File: src/rtl/minivan_pkg.sv
// minivan_pkg: shared types and constants for the minivan colour path.
//   fader_state_t    : rgb_fader FSM state encoding (IDLE / FADE).
//   FADER_DW         : duty width per PWM channel.
//   FADER_PRESCALE_W : width of the fade step prescaler.
//   FADER_GAMMA_LUT  : 2.2-gamma table (8-bit in, 8-bit out); only present
//                      when FADER_GAMMA_EN is defined.
package minivan_pkg;

    localparam int FADER_DW         = 8;
    localparam int FADER_PRESCALE_W = 16;

    typedef enum logic [0:0] {
        FADER_IDLE = 1'b0,
        FADER_FADE = 1'b1
    } fader_state_t;

`ifdef FADER_GAMMA_EN
    typedef logic [7:0] fader_gamma_lut_t [256];

    // x^2.2 approximated as 0.8*x^2 + 0.2*x^3 on a 0..255 scale. Integer
    // math keeps it elaboration-constant; 0->0, 255->255, monotonic.
    function automatic fader_gamma_lut_t fader_gamma_build();
        fader_gamma_lut_t lut;
        for (int unsigned x = 0; x < 256; x++) begin
            lut[x] = 8'((4 * x * x * 255 + x * x * x) / (5 * 255 * 255));
        end
        return lut;
    endfunction

    localparam fader_gamma_lut_t FADER_GAMMA_LUT = fader_gamma_build();
`endif

endpackage

File: src/rtl/rgb_fader_channel.sv
// fader_channel: one colour channel of rgb_fader. Holds the duty register
// and moves it toward the live target by 'step' on each tick, clamping to
// the target so the duty never overshoots or wraps.
// Ports:
//   clk, resetb : clock, synchronous active-low reset (duty -> 0)
//   tick        : apply one ramp step this cycle
//   load        : copy target into duty this cycle (takes priority)
//   target      : target duty (live)
//   step        : step magnitude, already non-zero
//   duty        : registered duty
//   at_target   : registered duty equals live target
module fader_channel
    import minivan_pkg::*;
#(
    parameter int DW = FADER_DW
) (
    input  logic          clk,
    input  logic          resetb,
    input  logic          tick,
    input  logic          load,
    input  logic [DW-1:0] target,
    input  logic [3:0]    step,
    output logic [DW-1:0] duty,
    output logic          at_target
);

    logic [DW-1:0]        duty_q, duty_d;
    logic signed [DW:0]   diff;
    logic [DW:0]          mag;
    logic [DW:0]          step_ext;

    always_comb begin
        diff     = $signed({1'b0, target}) - $signed({1'b0, duty_q});
        // |diff| <= 2^DW-1, so the negation cannot overflow DW+1 bits.
        mag      = diff[DW] ? (DW+1)'(-diff) : (DW+1)'(diff);
        step_ext = (DW+1)'(step);
        duty_d   = duty_q;
        if (load) begin
            duty_d = target;
        end else if (tick) begin
            if (mag <= step_ext) begin
                duty_d = target;
            end else if (diff[DW]) begin
                duty_d = duty_q - DW'(step);
            end else begin
                duty_d = duty_q + DW'(step);
            end
        end
    end

    always_ff @(posedge clk) begin
        if (!resetb) begin
            duty_q <= '0;
        end else begin
            duty_q <= duty_d;
        end
    end

    assign duty      = duty_q;
    assign at_target = (duty_q == target);

endmodule

File: src/rtl/rgb_fader.sv
// rgb_fader: colour-fade engine between the PWM config registers and the
// three pwm instances. Ramps each channel's duty toward its target by
// step_size every (step_div+1) clocks while fade_en=1; with fade_en=0 the
// duties follow the targets with one cycle of latency.
// Optional macro: FADER_GAMMA_EN adds a registered 2.2-gamma lookup on the
// duty outputs (DW must be 8) and delays busy/done_pulse to match.
// Ports:
//   clk, resetb        : clock, synchronous active-low reset
//   ena                : 0 freezes all state, done_pulse forced low
//   fade_en            : 1 ramp, 0 direct follow
//   target_red/green/blue : live target duties
//   step_div           : clocks per step minus 1
//   step_size          : duty step, 0 treated as 1
//   duty_red/green/blue: registered duties to the pwm instances
//   busy               : registered, high while fading
//   done_pulse         : one-cycle pulse on fade completion/abort
module rgb_fader
    import minivan_pkg::*;
#(
    parameter int DW         = FADER_DW,
    parameter int PRESCALE_W = FADER_PRESCALE_W
) (
    input  logic                  clk,
    input  logic                  resetb,
    input  logic                  ena,
    input  logic                  fade_en,
    input  logic [DW-1:0]         target_red,
    input  logic [DW-1:0]         target_green,
    input  logic [DW-1:0]         target_blue,
    input  logic [PRESCALE_W-1:0] step_div,
    input  logic [3:0]            step_size,
    output logic [DW-1:0]         duty_red,
    output logic [DW-1:0]         duty_green,
    output logic [DW-1:0]         duty_blue,
    output logic                  busy,
    output logic                  done_pulse
);

    fader_state_t          state_q, state_d;
    logic [PRESCALE_W-1:0] presc_q, presc_d;
    logic                  busy_q, done_q, done_d;
    logic                  tick_d, load_d, ch_tick, ch_load;
    logic [3:0]            step_eff;
    logic [DW-1:0]         lin_red, lin_green, lin_blue;
    logic                  at_red, at_green, at_blue, all_at;

    assign step_eff = (step_size == 4'd0) ? 4'd1 : step_size;
    assign all_at   = at_red & at_green & at_blue;

    always_comb begin
        state_d = state_q;
        presc_d = presc_q;
        done_d  = 1'b0;
        tick_d  = 1'b0;
        load_d  = 1'b0;
        case (state_q)
            FADER_IDLE: begin
                presc_d = '0;
                if (!fade_en) begin
                    load_d = 1'b1;
                end else if (!all_at) begin
                    state_d = FADER_FADE;
                end
            end
            FADER_FADE: begin
                if (!fade_en) begin
                    load_d  = 1'b1;
                    state_d = FADER_IDLE;
                    done_d  = 1'b1;
                    presc_d = '0;
                end else if (all_at) begin
                    // Also covers a retarget that lands on the current duties.
                    state_d = FADER_IDLE;
                    done_d  = 1'b1;
                    presc_d = '0;
                end else if (presc_q == step_div) begin
                    tick_d  = 1'b1;
                    presc_d = '0;
                end else begin
                    presc_d = presc_q + 1'b1;
                end
            end
            default: state_d = FADER_IDLE;
        endcase
    end

    // Channels have no enable of their own; freezing is done by gating here.
    assign ch_tick = tick_d & ena;
    assign ch_load = load_d & ena;

    always_ff @(posedge clk) begin
        if (!resetb) begin
            state_q <= FADER_IDLE;
            presc_q <= '0;
            busy_q  <= 1'b0;
            done_q  <= 1'b0;
        end else if (ena) begin
            state_q <= state_d;
            presc_q <= presc_d;
            busy_q  <= (state_d == FADER_FADE);
            done_q  <= done_d;
        end else begin
            done_q  <= 1'b0;
        end
    end

    fader_channel #(.DW(DW)) u_red (
        .clk       (clk),
        .resetb    (resetb),
        .tick      (ch_tick),
        .load      (ch_load),
        .target    (target_red),
        .step      (step_eff),
        .duty      (lin_red),
        .at_target (at_red)
    );

    fader_channel #(.DW(DW)) u_green (
        .clk       (clk),
        .resetb    (resetb),
        .tick      (ch_tick),
        .load      (ch_load),
        .target    (target_green),
        .step      (step_eff),
        .duty      (lin_green),
        .at_target (at_green)
    );

    fader_channel #(.DW(DW)) u_blue (
        .clk       (clk),
        .resetb    (resetb),
        .tick      (ch_tick),
        .load      (ch_load),
        .target    (target_blue),
        .step      (step_eff),
        .duty      (lin_blue),
        .at_target (at_blue)
    );

`ifdef FADER_GAMMA_EN
    logic [DW-1:0] gam_red_q, gam_green_q, gam_blue_q;
    logic          busy_g_q, done_g_q;

    always_ff @(posedge clk) begin
        if (!resetb) begin
            gam_red_q   <= '0;
            gam_green_q <= '0;
            gam_blue_q  <= '0;
            busy_g_q    <= 1'b0;
            done_g_q    <= 1'b0;
        end else if (ena) begin
            gam_red_q   <= FADER_GAMMA_LUT[lin_red];
            gam_green_q <= FADER_GAMMA_LUT[lin_green];
            gam_blue_q  <= FADER_GAMMA_LUT[lin_blue];
            busy_g_q    <= busy_q;
            done_g_q    <= done_q;
        end else begin
            done_g_q    <= 1'b0;
        end
    end

    assign duty_red   = gam_red_q;
    assign duty_green = gam_green_q;
    assign duty_blue  = gam_blue_q;
    assign busy       = busy_g_q;
    assign done_pulse = done_g_q;
`else
    assign duty_red   = lin_red;
    assign duty_green = lin_green;
    assign duty_blue  = lin_blue;
    assign busy       = busy_q;
    assign done_pulse = done_q;
`endif

endmodule

File: config.mk
export PLATFORM = sky130hd
export DESIGN_NAME = rgb_fader
export DESIGN_NICKNAME = d
export VERILOG_FILES = /design/src/rtl/minivan_pkg.sv /design/src/rtl/rgb_fader_channel.sv /design/src/rtl/rgb_fader.sv
export SDC_FILE = /design/constraint.sdc
export NUM_CORES = 1
export LEC_CHECK = 0
export BUFFER_PORTS_ARGS = -buffer_cell sky130_fd_sc_hd__buf_2
export CORE_MARGIN = 2
export CORE_UTILIZATION = 45
export CTS_BUF_LIST = sky130_fd_sc_hd__clkbuf_4
export DETAILED_ROUTE_END_ITERATION = 6
export PLACE_DENSITY = 0.74
export SYNTH_ARGS = -nofsm -noshare
export SYNTH_HDL_FRONTEND = slang
export SYNTH_HIERARCHICAL = 1
export SYNTH_SLANG_ARGS = --single-unit
export TNS_END_PERCENT = 5
File: constraint.sdc
create_clock -name clk -period 11.2 [get_ports clk]
set_clock_uncertainty 0.05 [all_clocks]
set_input_delay 0.56 -clock clk [delete_from_list [all_inputs] [get_ports clk]]
set_output_delay 0.56 -clock clk [all_outputs]
set_load 0.01 [all_outputs]
==> results_dict.tcl <==
set metrics [dict create \
    status "complete, no violations" \
    drc 0 \
    setup_tns_ps 0 \
    hold_buffers 0 \
    grt_pass1_wl_mm 25.5 \
    power_switching_mw 0.279 \
    die_w_um 119 \
    sw_frac_of_total_pct 44.8 \
    synth-seq-cells 42 \
    path_class "reg2reg" \
    row_count 41 \
    setup-violations-final 0 \
    synth_top_family_by_area "simple AND/OR/NAND/NOR gates" \
    p_per_area_nw_per_um2 97.6 \
    path_clk_slew_ps 160 \
    clk_latency_ps 390 \
    post-cts-setup-buffers 0 \
    maxSlewViolCount 0 \
    final_cell_mix "73 x buf_2, 67 x ha_1, 64 x inv_1" \
    synthCells 766 \
    cts_buffers 5 \
    clock.fmax_mhz 252 \
    finalHoldViolations 0 \
    ys_types 69 \
    syn_area_um2 5910 \
    avgSynthCellArea_um2 7.72 \
    antenna_left 0 \
    async_reset_ff_share_pct 0 \
    cts_tree "done" \
    grt_pass1_vias 5243 \
    ir_drop_mv 0.0402 \
    dp_hpwl_mm 11.7 \
    grt_overflow 0 \
    synth_compound_area_share_pct 23.3 \
    port_buffers 73 \
    min_path_type "in2reg" \
    cts_root_buffer "clkbuf_4" \
    crit_required_ps 11470 \
    nNetsFinal 936 \
    worst_pin_slew_ps 842 \
    p_int_mw 0.345 \
    clk_path_buf_depth 2 \
    drt_pass1_iterations 5 \
    cts_num_sinks 42 \
    via_count 5815 \
    rsz0062_at_grt "no" \
    dieArea_um2 14100 \
    ys_seq_area_share_pct 14.2 \
    fin_crit_ps 3970 \
    post_cts_resized 0 \
    power_frac_comb_pct 59.4 \
    synthFlopType "dfxtp_1" \
    core_region_area_um2 12700 \
    p_leak_nw 2.88 \
    synth_mux_area_share_pct 4.99 \
    wirelength_mm 15.5 \
    cap_violations 0 \
    power_frac_seq_pct 26.2 \
    post_drt_via_cell_ratio 5.88 \
    synth-simple-area-share_pct 26.1 \
    wl_per_cell_um 15.7 \
    grt_usage_pct 21.4 \
    gp_congestion 0.870 \
    fillers 1302 \
    critPathArrivalTime_ps 4240 \
    fp.dieH_um 119 \
    pin_count 74 \
    synth-warning-count 6 \
    antenna_found_initial 1 \
    yosys.area_share.xor_xnor_pct 7.70 \
    drt-initial-drc-count 476 \
    cp-end-kind "flip-flop" \
    startpoint_type "flip-flop" \
    layout_commonest_cell "buf_2" \
    area_growth_pct 8.14 \
    path_max_fanout 9 \
    synth_edf_count 0 \
    drive_gt1_share_pct 15.4 \
    fin_crit_sh_pct 35.4 \
    grt_max_degree 49 \
    slew_headroom_pct 43.6 \
    clkPwrFrac_pct 14.4 \
    timing.hold.ws_ps 330 \
    initial_core_util_pct 46.5 \
    synthAdderAreaFrac_pct 16.2 \
    syn-num-nets 887 \
    htreeDepth 2 \
]
-- layout make-up --
class | count | area, um2 | area share, %
Multi-Input combinational cell | 625 | 4640 | 72.6
Sequential cell | 42 | 841 | 13.1
Timing Repair Buffer | 76 | 388 | 6.06
Inverter | 65 | 244 | 3.81
Tap cell | 172 | 215 | 3.36
Clock buffer | 5 | 37.5 | 0.587
Clock inverter | 3 | 25.0 | 0.391
Antenna cell | 1 | 2.50 | 0.0391
-- registers in the layout, indices dropped and copies added, names as in the netlist --
| register | flops |
|---|---|
| u_green/duty | 8 |
| presc_q | 16 |
| busy | 1 |
| done_pulse | 1 |
| u_blue/duty | 8 |
| u_red/duty | 8 |
-- final timing paths --
check / startpoint / to / slack, ps / depth (start not counted)
max reg2reg: u_green/duty[0] / u_green/duty[1] / 7230 / 16
max: u_green/duty[0] / u_green/duty[1] / 7230 / 16
min: fade_en / done_pulse / 330 / 2
min reg2reg: busy / done_pulse / 470 / 2
-- cells by family after synthesis --
group           Yosys count
simple gates            277
compound gates          195
buf+inv                  99
fa+ha+maj                73
xor+xnor                 52
flops                    42
mux                      28
-- metal layers --
| layer | vias to the layer above | wire, um | track usage [%] | part of all wire (%) |
|---|---|---|---|---|
| met5 | - | 0 | 0 | 0 |
| met4 | 0 | 142 | 3.94 | 0.92 |
| met3 | 13 | 767 | 2.03 | 4.9 |
| met2 | 159 | 7070 | 35.4 | 46 |
| met1 | 2725 | 7520 | 30.3 | 49 |
| li1 | 2918 | - | - | - |
-- power groups by stage --
| stage | Sequential, mW | Clock, mW | Combinational [mW] |
|---|---|---|---|
| detailed placement | 0.167 | 0 | 0.364 |
| floorplan | 0.167 | 0 | 0.292 |
| finish | 0.163 | 0.0899 | 0.371 |
| global route | 0.164 | 0.0967 | 0.412 |
| global placement | 0.167 | 0 | 0.358 |
| CTS | 0.163 | 0.0935 | 0.366 |
-- synth_stat cells, drive strengths merged, types with 6 or more instances --
master	number	area, um2
nor4	10	108
nor2	49	184
fa	6	120
nand2	48	180
o211ai	19	143
mux2i	25	250
and3	17	113
nor3	39	195
nand2b	7	43.8
buf	12	93.8
nor2b	18	120
a31oi	12	75.1
dfxtp	42	841
nand3	20	100
xor2	28	245
nor3b	9	82.6
or3	8	50.1
inv	65	244
a21o	15	113
xnor2	24	210
or2	8	50.1
a21oi	38	201
o21a	7	52.6
o21ai	37	219
clkbuf	22	103
nand4	20	125
and2	8	51.3
a211oi	27	218
ha	67	838
-- metrics by stage --
stage	instance area (um2)	instances	setup slack (ps)	utilization (%)	total power, mW
6_report	6400	989	7230	50.3	0.624
5_1_grt	6400	989	6960	50.3	0.673
4_1_cts	6390	988	7270	50.3	0.623
3_5_place_dp	6330	980	6940	49.8	0.530
3_3_place_gp	6330	980	7030	49.8	0.525
2_1_floorplan	5910	766	7260	-	0.459
-- worst max-delay path, cell delays in order (launching register included) --
cell and delay, ps:
dfxtp_1 380, ha_1 250, fa_1 420, nand2b_1 220
a211oi_1 350, or3_1 330, nor2_1 70, a21oi_1 120
ha_1 260, nor2b_1 130, o211ai_1 160, o2bb2ai_1 160
o21a_1 140, a32o_1 190, o21ai_4 140, mux2_4 330
a211oi_2 200
No activity file was read; power rests on OpenSTA's default activity.
